<file path="src/rtl/countdown_ctrl_pkg.sv">
// Shared definitions for the MM:SS countdown sequencer.
//   state_t   : FSM state encoding (Idle=0, Run=1, Pause=2, Done=3)
//   MaxMin    : largest loadable minute value
//   MaxSec    : largest loadable second value
//   sat_min   : clamp a raw minute preset to MaxMin
//   sat_sec   : clamp a raw second preset to MaxSec
//   dec_mmss  : one-second decrement of an MM:SS pair, sticking at 00:00
package countdown_ctrl_pkg;

    typedef enum logic [1:0] {
        StIdle  = 2'd0,
        StRun   = 2'd1,
        StPause = 2'd2,
        StDone  = 2'd3
    } state_t;

    localparam int unsigned MaxMin = 99;
    localparam int unsigned MaxSec = 59;

    function automatic logic [6:0] sat_min(input logic [6:0] m);
        return (m > 7'(MaxMin)) ? 7'(MaxMin) : m;
    endfunction

    function automatic logic [5:0] sat_sec(input logic [5:0] s);
        return (s > 6'(MaxSec)) ? 6'(MaxSec) : s;
    endfunction

    // Result is {min, sec}. Borrowing from minutes reloads seconds with 59.
    function automatic logic [12:0] dec_mmss(input logic [6:0] m, input logic [5:0] s);
        logic [12:0] r;
        if (s != 6'd0) begin
            r = {m, s - 6'd1};
        end else if (m != 7'd0) begin
            r = {m - 7'd1, 6'(MaxSec)};
        end else begin
            r = {m, s};
        end
        return r;
    endfunction

endpackage

</file>
<file path="src/rtl/countdown_ctrl_tick_gen.sv">
// Enable-gated prescaler producing a one-cycle strobe every TICK_DIV enabled cycles.
// Ports:
//   clock_25 in  system clock
//   reset    in  asynchronous active-low reset
//   en       in  count enable; the count holds while low
//   clr      in  synchronous clear, overrides en
//   tick     out high in the enabled cycle whose count is TICK_DIV-1
module countdown_ctrl_tick_gen #(
    parameter int unsigned TICK_DIV = 25_000_000,
    parameter int unsigned CNT_W    = 25
) (
    input  logic clock_25,
    input  logic reset,
    input  logic en,
    input  logic clr,
    output logic tick
);

    localparam logic [CNT_W-1:0] LastCnt = CNT_W'(TICK_DIV - 1);

    logic [CNT_W-1:0] cnt_q;

    always_ff @(posedge clock_25 or negedge reset) begin
        if (!reset) begin
            cnt_q <= '0;
        end else if (clr) begin
            cnt_q <= '0;
        end else if (en) begin
            if (cnt_q == LastCnt) begin
                cnt_q <= '0;
            end else begin
                cnt_q <= cnt_q + CNT_W'(1);
            end
        end
    end

    // Depends only on registered state, so the strobe is glitch-free downstream.
    assign tick = en && (cnt_q == LastCnt);

endmodule

</file>
<file path="src/rtl/countdown_ctrl.sv">
// Sequencer for the MM:SS countdown timer, single 25 MHz clock domain.
// Loads a saturated preset, counts it down once per prescaler tick under
// start/pause/clear control, then raises done and a time-limited alarm.
// Ports:
//   clock_25 in   system clock
//   reset    in   asynchronous active-low reset
//   start    in   pulse: start from Idle/Done, resume from Pause
//   pause    in   pulse: freeze countdown (Run only)
//   clear    in   pulse: abort to Idle (highest priority)
//   load_min in 7 preset minutes (>99 saturates)
//   load_sec in 6 preset seconds (>59 saturates)
//   min_out  out 7 remaining minutes
//   sec_out  out 6 remaining seconds
//   running  out  high in Run
//   paused   out  high in Pause
//   done     out  high in Done
//   alarm    out  high for ALARM_LEN ticks after entering Done
//   tick     out  prescaler strobe, only visible in Run
module countdown_ctrl #(
    parameter int unsigned TICK_DIV  = 25_000_000,
    parameter int unsigned CNT_W     = 25,
    parameter int unsigned ALARM_LEN = 3
) (
    input  logic       clock_25,
    input  logic       reset,
    input  logic       start,
    input  logic       pause,
    input  logic       clear,
    input  logic [6:0] load_min,
    input  logic [5:0] load_sec,
    output logic [6:0] min_out,
    output logic [5:0] sec_out,
    output logic       running,
    output logic       paused,
    output logic       done,
    output logic       alarm,
    output logic       tick
);

    import countdown_ctrl_pkg::*;

    localparam int unsigned AlarmW = (ALARM_LEN > 1) ? $clog2(ALARM_LEN) : 1;
    localparam logic [AlarmW-1:0] AlarmLast = AlarmW'(ALARM_LEN - 1);

    state_t            state_q;
    logic [6:0]        min_q;
    logic [5:0]        sec_q;
    logic              alarm_q;
    logic [AlarmW-1:0] alarm_cnt_q;

    logic        presc_en;
    logic        presc_clr;
    logic        presc_tick;
    logic        load_req;
    logic        preset_zero;
    logic        at_last_sec;
    logic [6:0]  preset_min;
    logic [5:0]  preset_sec;
    logic [12:0] dec_val;

    assign preset_min  = sat_min(load_min);
    assign preset_sec  = sat_sec(load_sec);
    assign preset_zero = (preset_min == 7'd0) && (preset_sec == 6'd0);
    assign at_last_sec = (min_q == 7'd0) && (sec_q == 6'd1);
    assign dec_val     = dec_mmss(min_q, sec_q);

    // A fresh load happens on start from Idle or Done; resume from Pause keeps the phase.
    assign load_req  = start && !clear && ((state_q == StIdle) || (state_q == StDone));

    // The prescaler also runs in Done so the alarm can be timed in whole seconds.
    assign presc_en  = (state_q == StRun) || (state_q == StDone);
    assign presc_clr = clear || load_req;

    countdown_ctrl_tick_gen #(
        .TICK_DIV (TICK_DIV),
        .CNT_W    (CNT_W)
    ) u_tick_gen (
        .clock_25 (clock_25),
        .reset    (reset),
        .en       (presc_en),
        .clr      (presc_clr),
        .tick     (presc_tick)
    );

    always_ff @(posedge clock_25 or negedge reset) begin
        if (!reset) begin
            state_q     <= StIdle;
            min_q       <= '0;
            sec_q       <= '0;
            alarm_q     <= 1'b0;
            alarm_cnt_q <= '0;
        end else if (clear) begin
            state_q     <= StIdle;
            min_q       <= '0;
            sec_q       <= '0;
            alarm_q     <= 1'b0;
            alarm_cnt_q <= '0;
        end else begin
            case (state_q)
                StIdle, StDone: begin
                    if (start) begin
                        min_q       <= preset_min;
                        sec_q       <= preset_sec;
                        alarm_cnt_q <= '0;
                        if (preset_zero) begin
                            state_q <= StDone;
                            alarm_q <= 1'b1;
                        end else begin
                            state_q <= StRun;
                            alarm_q <= 1'b0;
                        end
                    end else if ((state_q == StDone) && alarm_q && presc_tick) begin
                        if (alarm_cnt_q == AlarmLast) begin
                            alarm_q     <= 1'b0;
                            alarm_cnt_q <= '0;
                        end else begin
                            alarm_cnt_q <= alarm_cnt_q + AlarmW'(1);
                        end
                    end
                end
                StRun: begin
                    // A tick coinciding with pause still takes its step; pause then applies.
                    if (presc_tick) begin
                        if (at_last_sec) begin
                            state_q     <= StDone;
                            min_q       <= '0;
                            sec_q       <= '0;
                            alarm_q     <= 1'b1;
                            alarm_cnt_q <= '0;
                        end else begin
                            {min_q, sec_q} <= dec_val;
                            if (pause) begin
                                state_q <= StPause;
                            end
                        end
                    end else if (pause) begin
                        state_q <= StPause;
                    end
                end
                StPause: begin
                    if (start) begin
                        state_q <= StRun;
                    end
                end
                default: begin
                    state_q <= StIdle;
                end
            endcase
        end
    end

    assign min_out = min_q;
    assign sec_out = sec_q;
    assign running = (state_q == StRun);
    assign paused  = (state_q == StPause);
    assign done    = (state_q == StDone);
    assign alarm   = alarm_q;
    assign tick    = presc_tick && (state_q == StRun);

endmodule

</file>
<file path="config.mk">
export PLATFORM = sky130hd
export DESIGN_NAME = countdown_ctrl
export DESIGN_NICKNAME = d
export VERILOG_FILES = /design/src/rtl/countdown_ctrl_pkg.sv /design/src/rtl/countdown_ctrl_tick_gen.sv /design/src/rtl/countdown_ctrl.sv
export SDC_FILE = /design/constraint.sdc
export NUM_CORES = 1
export LEC_CHECK = 0
export BUFFER_PORTS_ARGS = -buffer_cell sky130_fd_sc_hd__buf_4
export CORE_ASPECT_RATIO = 1.4
export CORE_MARGIN = 2
export CORE_UTILIZATION = 45
export CTS_CLUSTER_SIZE = 25
export DETAILED_ROUTE_END_ITERATION = 6
export GPL_ROUTABILITY_DRIVEN = 0
export PLACE_DENSITY = 0.7
export SYNTH_ARGS = -nofsm -noshare
export SYNTH_HDL_FRONTEND = slang
export SYNTH_SLANG_ARGS = --single-unit
</file>
<file path="constraint.sdc">
create_clock -name clock_25 -period 3.77 [get_ports clock_25]
set_input_delay 0.754 -clock clock_25 [delete_from_list [all_inputs] [get_ports clock_25]]
set_output_delay 0.754 -clock clock_25 [all_outputs]
set_load 0.02 [all_outputs]
</file>
# ---- Yosys cells after proc, flatten, opt, wreduce, memory -nomap -nowiden
# Cells that the tools add are included.
dict set report word_totals {
  ff_bits 43
  inputBits 18
  output_inout_bits 18
  elab_cells 93
}
dict set report op_classes {
  n_addsub 4
  order_cmp 2
  n_eq_ne 15
  muxes 40
  reduce_logical 26
}
# cell n
set op_table {}
lappend op_table {{25-bit two-way mux} 3}
lappend op_table {{7-bit two-way mux} 5}
lappend op_table {{6-bit two-way mux} 5}
lappend op_table {{13-bit two-way mux} 2}
lappend op_table {{2-bit two-way mux} 13}
lappend op_table {{25-bit by 1-bit adder with 25-bit output, second input constant} 1}
lappend op_table {{25-bit equality test, second input constant} 1}
lappend op_table {{7-bit logical NOT} 2}
lappend op_table {{7-bit case mux with 2 select lines} 1}
lappend op_table {{4-bit != test, second input constant} 3}
lappend op_table {{6-bit case mux with 2 select lines} 1}
lappend op_table {{5-bit AND reduction} 2}
lappend op_table {{1-bit logical AND} 8}
lappend op_table {{4-bit AND reduction} 2}
lappend op_table {{7-bit > comparator, second input constant} 1}
lappend op_table {{1-bit two-way mux} 7}
lappend op_table {{7-bit nonzero test} 1}
lappend op_table {{7-bit by 1-bit subtractor with 7-bit output, second input constant} 1}
lappend op_table {{2-bit equality test, second input constant} 3}
lappend op_table {{6-bit by 1-bit equality test with 1-bit output, second input constant} 1}
lappend op_table {{6-bit > comparator, second input constant} 1}
lappend op_table {{6-bit logical NOT} 1}
lappend op_table {{3-bit by 2-bit != test with 1-bit output, second input constant} 2}
lappend op_table {{3-bit != test, second input constant} 2}
lappend op_table {{other kinds (16)} 18}

# ---- Longest topological paths before layout
# Gate-level depths: netlist of run 1.
dict set report depth {
  word_depth 8
  ltp_mapped 8
  depth_no_buf 7
}

# ---- By module
# A second synthesis of run 1 with hierarchy kept.
dict set report unflattened {
  cells_unflattened 337
  area_unflattened_um2 2965.3
}
# module instances cells_each area_each_um2 seq_area_each_um2
set by_module_without_submodules {}
lappend by_module_without_submodules {countdown_ctrl_tick_gen 1 166 1514.0 625.6}
lappend by_module_without_submodules {countdown_ctrl 1 171 1451.4 450.4}

# ---- Worst setup path after synthesis of run 1
# Ideal clock, no wire load.
dict set report synth_timing {
  kind {register to output}
  startpoint {register u_tick_gen.cnt_q[0]}
  endpoint {output port tick}
  arrival_ns 1.643
  t_required_ns 3.016
  slack_ns 1.373
  stages_incl_launch_ff 6
  path_cell_list {dfrtp_1 > ha_1 > nand3_1 > nor4_4 > nand3_1 > nor2_1}
}
dict set report synth_between {
  elab_chain_len 3
}
# element line
set synth_lines {}
lappend synth_lines {{from (decl)} countdown_ctrl_tick_gen.sv:21} ;# logic [CNT_W-1:0] cnt_q;
lappend synth_lines {{from (signal assigned)} countdown_ctrl_tick_gen.sv:32} ;# cnt_q <= cnt_q + CNT_W'(1);
lappend synth_lines {{25-bit equality test} countdown_ctrl_tick_gen.sv:38} ;# assign tick = en && (cnt_q == LastCnt);
lappend synth_lines {{1-bit logical AND} countdown_ctrl_tick_gen.sv:38}
lappend synth_lines {{1-bit logical AND} countdown_ctrl.sv:158} ;# assign tick = presc_tick && (state_q == StRun);
lappend synth_lines {{to (decl)} countdown_ctrl.sv:37} ;# output logic tick
# No other way between the ends.

# ---- Final worst setup path of run 1
# Same ends and word-level chain as after synthesis.

==> metrics, run 1 <==
Vias/cell=just over 6; FMAX=approximately 340 MHz; Std-Cell Rows=35; Die ar.=roughly 0.0076 mm²; kind of end point of the critical path=output port; Register-to-Register Setup Slack=around 1200 ps; Net Count, Synth=around 380; maximum vdd ir drop=between 0.15 and 0.2 mV; H-tree Lvls=2; Worst path slowest cell=nor4_4; Synth Warn #=0; synthesized flop and latch total=43; RSZ-0062 raised after global routing=no; Starting Density=approximately 47%; overall power=roughly 1.2 mW; drt pass-1 iters=4; initial antenna violation count=0; gr ovfl total=0; Vias=2950; Slew @ Worst Pin=about 900 ps; synth top area cells=dfrtp_1 (35%), nor2_1 (4.0%), o21ai_0 (3.9%); Final Hold Vio Count=0; crit-path max cell delay=510 ps; sequential area share after synthesis=34.8%; switching power=~0.44 mW; post-DP HPWL=approximately 5700 µm; cell area after synthesis=around 0.003 mm²; TritonCTS Buffers=5; Comb pwr share=31.0%; largest net degree at the start of global routing=between 40 and 50; CTS Sinks=43; most common flop cell mapped by yosys=dfrtp_1; clk_skew=about 7.4 ps; die width=approximately 74 µm; DRC=0; CP most frequent cell=nand3_1; first-pass GRT wire length=around 14000 µm; clk_lat worst skew=300 ps; vias in the first global route=around 2900; I/O pins=36; CP max FO=9; most instantiated library cell after synthesis=dfrtp_1; final count of negative-setup-slack endpoints=0; Die H=102 µm; Post-CTS Setup Bufs=0; Resized Gates After CTS=0; Routed Antenna Nets=0; number of synthesized flops with an enable pin=0; syn avg cell area=between 8 and 9 µm²; cell count after synthesis=357; core footprint=0.00661 mm²; top cell type's share of synthesized area=a little over a third; nets=roughly 410; wire length per cell=between 15 and 20 µm; path depth of the worst reg2reg path=6; reg2reg start=state_q[0]$_DFFE_PN0P_; outcome=finished, final reports clean; pwr/cell area=between 300 and 400 mW/mm²; synth cell count leaders=dfrtp_1 (43), nor2_1 (33), o21ai_0 (24), a21oi_1 (22), nand2_1 (22); Clock Tree Buf Depth=2; Crit Reg-Reg Endpoint=sec_out[3]$_DFFE_PN0P_; n_diodes=0; IO buf count=35; setup TNS=0 ps; layout cell share with drive strength beyond 1=16.2%; Async S/R FF share, synth=between 90% and 100%; largest area contributor in the netlist=dfrtp_1; Root Buffer=clkbuf_8; Routed WL=7940 µm; power share of the clock group=approximately a quarter; max-slew violations=0; MaxCap Viol Count=0; critical path arrival=2200 ps; crit-path cells=ha_1 -> nand3_1 -> nor4_4 -> nand3_1 -> nor2_1 -> buf_4; Hold/Removal Path Class=input port to async pin; sw frac=35.6%; slew margin rel.=roughly two fifths; Internal=between 0.7 and 0.8 mW; Crit path required time=just over 3000 ps; Crit Path Class=register to output port; DR iter-0 viols=100; post-synth cell types=between 60 and 70; clock slew at reported path FFs=around 90 ps; Tot GR Track Use=22.8%; period utilization=between 70% and 80%; Worst setup SP type=register; Reg power frac=a little over two fifths; Pleak=~1.4 nW; CTS Hold Bufs=0; area grow syn2layout=13.3%; post-layout minimum cycle time=2960 ps; CTS tree=yes
## power by group through the flow
| stage | combinational (mW) | sequential, mW | clock (mW) |
|---|---|---|---|
| after floorplan | 0.234 | 0.562 | 0 |
| after global placement | 0.378 | 0.540 | 0 |
| after detailed placement | 0.381 | 0.542 | 0 |
| after CTS | 0.383 | 0.533 | 0.327 |
| after global routing | 0.427 | 0.540 | 0.343 |
| final | 0.383 | 0.533 | 0.318 |
## flip-flops by register name, indices dropped and copies added, names as in the netlist
name,cells
alarm,1
alarm_cnt_q,2
min_out,7
sec_out,6
state_q,2
u_tick_gen.cnt_q,25
## cell type report
cell class,count,area (µm²)
fillers,645,3110
multi-input cells,282,1870
flip-flops and latches,43,1080
repair buffers,36,270
well taps,92,115
clock buffers,7,86.3
inverters,19,71.3
clock inverters,1,8.76
## cells in the final DEF, fill, tap and decap left out, types with 3 or more instances in the layout
master,n
xor2_1,3
nor4_1,3
o2bb2ai_1,5
a32oi_1,3
mux2i_1,5
ha_1,8
nand2b_1,4
buf_4,36
dfrtp_1,43
nor3_1,16
nor2b_1,5
mux2_4,3
nand2_1,22
a21oi_1,22
o21bai_1,3
nand3_1,16
inv_1,19
or3_1,6
o21ai_0,24
a211oi_1,3
nand4_1,14
o211ai_1,4
nor2_1,33
a31oi_1,8
a22o_1,8
nor4_2,3
and3_1,4
or4_1,9
nand3b_1,3
clkbuf_8,6
## stage by stage
stage	instance area, µm²	worst slack, ps	hold slack, ps	std cells	util (%)
global route	3500	608	499	480	52.9
global placement	3400	1230	511	472	51.5
finish	3500	814	441	480	52.9
detailed placement	3400	1170	516	472	51.5
CTS	3500	821	464	480	52.9
floorplan	3090	1370	458	357	-
## worst max path at each step
stage	from	endpoint	slack, ps	cells after the start
3_5_place_dp	u_tick_gen.cnt_q[0]$_DFFE_PN0P_	tick	1170	6
6_report	u_tick_gen.cnt_q[0]$_DFFE_PN0P_	tick	810	6
5_1_grt	u_tick_gen.cnt_q[0]$_DFFE_PN0P_	tick	610	6
4_1_cts	u_tick_gen.cnt_q[0]$_DFFE_PN0P_	tick	820	6
3_3_place_gp	u_tick_gen.cnt_q[0]$_DFFE_PN0P_	tick	1230	6
2_1_floorplan	u_tick_gen.cnt_q[0]$_DFFE_PN0P_	tick	1370	5
## layer usage
metal	wire length, µm	track usage [%]	vias up
met5	0	0	-
met4	197	8.67	0
met3	384	2.66	18
met2	4100	41.1	94
met1	3250	27.2	1424
li1	-	-	1414
## worst max-delay path, delay by kind of cell, from the launching register on
| family | cells | cell delay [ps] |
|---|---|---|
| simple gates | 4 | 1110 |
| fa+ha+maj | 1 | 200 |
| buf+inv | 1 | 170 |
| flops | 1 | 410 |
## cells by family (layout without fill, tap and decap cells)
| kind of cell | count (synthesis) | count (layout) | share of synthesized area (%) |
|---|---|---|---|
| muxes | 8 | 8 | 3.08 |
| AOI/OAI and AO/OA | 104 | 104 | 23.2 |
| DFF | 43 | 43 | 34.8 |
| and+or+nand+nor | 158 | 158 | 29.7 |
| buffers and inverters | 32 | 63 | 4.74 |
| xor gates and xnor gates | 4 | 4 | 1.13 |
| adders and majority gates | 8 | 8 | 3.24 |
Note: power is estimated with default switching activity, not from simulation.
==> run 2, diff against run 1 <==
clock period = 2.95 ns   (was 3.77 ns; I/O delays follow)
==> run 2 against run 1 <==
Against the previous run:
- non-clock buffer count rose by 3
- sequential power rose by 28%
- cell count rose by 0.63%
- first-iteration DRC count rose by 24%
- cell area rose by 1.3%
- utilization rose by 0.68 points
- via count rose by 1.8%
- largest power group unchanged
- total power rose by 35%
- critical endpoint unchanged
- combinational power rose by 28%
- wire length fell by 0.43%
==> metrics, run 2 (synthesis gave the netlist of run 1 again) <==
DRC=0 (unchanged); I/O pins=36 (unchanged); Routed WL=7900 µm (-0.43%); pwr/cell area=469 mW/mm² (+33%); Hold/Removal Path Class=input port to async pin; final count of negative-setup-slack endpoints=0 (unchanged); drt pass-1 iters=4 (unchanged); period utilization=between 80 and 90%; clk_lat worst skew=300 ps (about the same); Starting Density=46.7% (unchanged); Vias/cell=6.22 (+1.2%); post-DP HPWL=5760 µm (+1.1%); critical path arrival=2000 ps (-200 ps); outcome=finished, final reports clean; CTS Hold Bufs=0 (unchanged); Largest delay share family, worst path=simple AND/OR/NAND/NOR gates; layout cell share with drive strength beyond 1=17.1% (+0.90 points); area grow syn2layout=14.7%; largest net degree at the start of global routing=44 (unchanged); Vias=3004 (+1.8%); area of the multi-input gates=0.00187 mm² (unchanged); FMAX=between 300 and 400 MHz; max FFs per register=25 (unchanged); setup TNS=0 ps (unchanged); nets=416 (+0.73%); DR iter-0 viols=124 (+24%); most frequent cells in the layout=dfrtp_1 (43), buf_4 (39), nor2_1 (33), o21ai_0 (24); first-pass GRT wire length=13500 µm (-0.46%); IO buf count=35 (unchanged); maximum vdd ir drop=0.275 mV (+56%); Internal=1.10 mW (+39%); gr ovfl total=0 (unchanged); Routed Antenna Nets=0 (unchanged); sw frac=33.8% (-1.8 points); Crit Path Class=register to output port; overall power=1.66 mW (+35%); Worst setup SP type=register; Slew @ Worst Pin=773 ps (-124 ps); RSZ-0062 raised after global routing=no; switching power=0.561 mW (+28%); most common cell after layout, fill and taps aside=dfrtp_1; power share of the clock group=29.3% (+3.5 points); Fillers=625 (-3.1%); CTS Sinks=43 (unchanged); post-layout minimum cycle time=~2600 ps; slew margin rel.=48.3% (+8.1 points); die width=74.0 µm (unchanged); MaxCap Viol Count=0 (unchanged); crit-path cells=ha_1 -> nand3_1 -> nor4_4 -> nand3_1 -> nor2_1 -> buf_4; Final Hold Vio Count=0 (unchanged); Std-Cell Rows=35 (unchanged); Die ar.=0.00755 mm² (unchanged); CP max FO=7 (-2); max-slew violations=0 (unchanged); Die H=102 µm (unchanged); Post-CTS Setup Bufs=0 (unchanged); Biggest register=u_tick_gen.cnt_q; n_diodes=0 (unchanged); kind of end point of the critical path=output port; crit-path max cell delay=460 ps (-50 ps); clk_skew=11.9 ps (+4.58 ps); CP most frequent cell=nand3_1; Reg power frac=41.0% (-2.2 points); TritonCTS Buffers=5 (unchanged); H-tree Lvls=2 (unchanged); CTS tree=yes; vias in the first global route=2962 (+2.1%); Root Buffer=clkbuf_8; Resized Gates After CTS=0 (unchanged); wire length per cell=16.4 µm (-1.0%); initial antenna violation count=0 (unchanged); Pleak=1.46 nW (+1.9%); Comb pwr share=29.6% (-1.4 points); core footprint=0.00661 mm² (unchanged); Worst path slowest cell=nor4_4; clock slew at reported path FFs=90 ps (about the same); Tot GR Track Use=22.5% (-0.29 points); Buf+Inv Stages, Crit Path=1 (unchanged); storage element area=0.00108 mm² (unchanged); Crit path required time=2360 ps (-660 ps); Clock Tree Buf Depth=2 (unchanged)
[run 2: routing by layer]
metal | vias to the layer above | part of all wire [%] | track usage (%)
met5 | - | 0 | 0
met4 | 0 | 2.3 | 8.95
met3 | 15 | 4.3 | 3.16
met2 | 87 | 54 | 41.2
met1 | 1472 | 40 | 25.7
li1 | 1430 | - | -
[run 2: cell type report]
type | count | share of cell area (%)
clock buffer | 6 | 2.33
sequential | 43 | 30.4
clock inverter | 2 | 0.989
timing repair buffer | 39 | 8.26
multi-input combinational | 282 | 52.8
tap | 92 | 3.25
inverter | 19 | 2.01
[run 2: power by group through the flow]
| stage | Sequential, mW | Combinational [mW] | Clock (mW) |
|---|---|---|---|
| after global routing | 0.688 | 0.549 | 0.516 |
| after global placement | 0.692 | 0.487 | 0 |
| after detailed placement | 0.693 | 0.493 | 0 |
| after CTS | 0.681 | 0.495 | 0.495 |
| after floorplan | 0.719 | 0.299 | 0 |
| final | 0.682 | 0.492 | 0.488 |
[run 2: per-stage QoR]
stage                     hold WS [ps]  worst slack (ps)  instances  cell area [µm²]  util [%]
after floorplan                    294               717        357             3090         -
after global placement             513               708        475             3430      51.8
after detailed placement           517               677        475             3430      51.8
after CTS                          304               369        483             3540      53.6
after global routing               331               161        483             3540      53.6
final                              274               363        483             3540      53.6
[run 2: final timing paths]
| kind | start | end | slack, ps | cells past startpoint |
|---|---|---|---|---|
| setup / recovery | u_tick_gen.cnt_q[0]$_DFFE_PN0P_ | tick | 360 | 6 |
| hold / removal | reset | sec_out[4]$_DFFE_PN0P_ | 270 | 1 |
| setup reg to reg | min_out[0]$_DFFE_PN0P_ | sec_out[3]$_DFFE_PN0P_ | 660 | 6 |
| hold reg to reg | u_tick_gen.cnt_q[23]$_DFFE_PN0P_ | u_tick_gen.cnt_q[23]$_DFFE_PN0P_ | 520 | 1 |
| max in group asynchronous | reset | state_q[1]$_DFFE_PN0P_ | 2270 | 1 |
| min in group clock_25 | u_tick_gen.cnt_q[23]$_DFFE_PN0P_ | u_tick_gen.cnt_q[23]$_DFFE_PN0P_ | 520 | 1 |
[run 2: worst register-to-register path: cells and delay by family, from the launching register on]
family                   cells  cell delay (ps)
adder cells (fa/ha/maj)      1              200
flip-flops                   1              440
AND/OR/NAND/NOR              1              520
AO/OA/AOI/OAI                2              660
buffers and inverters        1               80
multiplexers                 1              280
==> run 3, diff against run 2 <==
PLACE_DENSITY = 0.75   (was 0.7)
clock period = 2.8 ns   (was 2.95 ns; I/O delays follow)
==> run 3 against run 2 <==
Against the previous run:
- clock-buffer cell count did not move
- combinational power increased by 5.9%
- sequential power increased by 5.7%
- clock power increased by 18%
- highest routed layer unchanged
- clock skew is 3.7 ps lower
- via count about the same
- global-route usage up 0.52 points
- critical endpoint unchanged
- critical path depth stayed put
- total power is 9.4% higher
==> metrics, run 3 (synthesis gave the netlist of run 1 again) <==
Vias=3002 (-0.067%); Crit Path Class=register to output port; Starting Density=46.7% (unchanged); core footprint=0.00661 mm² (unchanged); clk_lat worst skew=300 ps (about the same); Post-CTS Setup Bufs=0 (unchanged); CTS Hold Bufs=0 (unchanged); outcome=finished, final reports clean; Worst setup SP type=register; area grow syn2layout=15.2%; Post-DP Area=0.00343 mm² (unchanged); Pleak=1.46 nW (+0.29%); Routed WL=8150 µm (+3.1%); RSZ-0062 raised after global routing=no; nets=416 (unchanged); maximum vdd ir drop=0.243 mV (-11%); Fillers=622 (-0.48%); Routed Antenna Nets=0 (unchanged); CTS Sinks=43 (unchanged); final count of negative-setup-slack endpoints=0 (unchanged); DRC=0 (unchanged); setup TNS=0 ps (unchanged); CP max FO=7 (unchanged); Die H=102 µm (unchanged); Std-Cell Rows=35 (unchanged); TritonCTS Buffers=5 (unchanged); max-slew violations=0 (unchanged); Die ar.=0.00755 mm² (unchanged); FMAX=about 400 MHz; Clock Tree Buf Depth=2 (unchanged); Resized Gates After CTS=0 (unchanged); post-layout minimum cycle time=between 2000 and 3000 ps; IO buf count=35 (unchanged); Root Buffer=clkbuf_8; DR iter-0 viols=188 (+52%); Final Hold Vio Count=0 (unchanged); CTS tree=yes; largest net degree at the start of global routing=44 (unchanged); non-filler cells, final=483 (unchanged); MaxCap Viol Count=0 (unchanged); DP Cell Count=475 (unchanged); slew margin rel.=50.3% (+2.0 points); initial antenna violation count=0 (unchanged); Hold/Removal Path Class=input port to async pin; max FFs per register=25 (unchanged); I/O pins=36 (unchanged); overall power=1.82 mW (+9.4%); Tot GR Track Use=23.0% (+0.52 points); kind of end point of the critical path=output port; H-tree Lvls=2 (unchanged); clk_skew=8.23 ps (-3.70 ps); Biggest register=u_tick_gen.cnt_q; clock slew at reported path FFs=90 ps (about the same); Design Area, Final=0.00356 mm² (+0.42%); n_diodes=0 (unchanged); Crit path required time=2240 ps (-120 ps); most frequent cells in the layout=dfrtp_1 (43), buf_4 (39), nor2_1 (33), o21ai_0 (24); Slew @ Worst Pin=743 ps (-30.1 ps); first-pass GRT wire length=13900 µm (+2.4%); layout cell share with drive strength beyond 1=16.9% (-0.26 points); post-DP HPWL=5940 µm (+3.2%); drt pass-1 iters=4 (unchanged); most common cell after layout, fill and taps aside=dfrtp_1; gr ovfl total=0 (unchanged); Vias/cell=6.22 (about the same); critical path arrival=2000 ps (about the same); period utilization=91.6%; vias in the first global route=2979 (+0.57%); wire length per cell=16.9 µm (+3.1%); die width=74.0 µm (unchanged); pwr/cell area=511 mW/mm² (+9.0%)
run 3: worst paths after layout:
path	slack, ps	endpoint	depth (start not counted)	start
max reg2reg	310	min_out[5]$_DFFE_PN0P_	6	state_q[1]$_DFFE_PN0P_
max	240	tick	6	u_tick_gen.cnt_q[0]$_DFFE_PN0P_
min reg2reg	530	u_tick_gen.cnt_q[23]$_DFFE_PN0P_	1	u_tick_gen.cnt_q[23]$_DFFE_PN0P_
min in group clock_25	530	u_tick_gen.cnt_q[23]$_DFFE_PN0P_	1	u_tick_gen.cnt_q[23]$_DFFE_PN0P_
min	240	sec_out[4]$_DFFE_PN0P_	1	reset
max in group asynchronous	2160	min_out[6]$_DFFE_PN0P_	1	reset
run 3: power by group:
group / switching (mW) / leakage (nW) / internal [mW]
combinational: 0.310 / 0.809 / 0.211
clock: 0.220 / 0.0654 / 0.357
sequential: 0.0620 / 0.585 / 0.659
run 3: through the flow:
| step | hold slack [ps] | util [%] | setup slack, ps |
|---|---|---|---|
| floorplan | 264 | - | 597 |
| global placement | 520 | 51.8 | 459 |
| detailed placement | 520 | 51.8 | 432 |
| CTS | 262 | 53.8 | 225 |
| global route | 294 | 53.8 | 80.7 |
| finish | 245 | 53.8 | 236 |
run 3: layer usage:
| layer | wire (µm) | GRT usage (%) |
|---|---|---|
| met4 | 153 | 9.79 |
| met1 | 3290 | 27.4 |
| met5 | 0 | 0 |
| met2 | 4210 | 40.3 |
| met3 | 487 | 3.75 |
run 3: critical path, stage by stage (launching register included):
cell and delay (ps):
dfrtp_1 410, ha_1 190, nand3_1 160, nor4_4 460, nand3_1 150, nor2_1 160, buf_4 170
run 3: layout make-up:
| class | instances | area, µm² | share of cell area [%] |
|---|---|---|---|
| clock buffers | 6 | 72.6 | 2.04 |
| clock inverters | 2 | 60.1 | 1.69 |
| well taps | 92 | 115 | 3.23 |
| flip-flops and latches | 43 | 1080 | 30.2 |
| repair buffers | 39 | 293 | 8.23 |
| multi-input cells | 282 | 1870 | 52.6 |
| inverters | 19 | 71.3 | 2.00 |
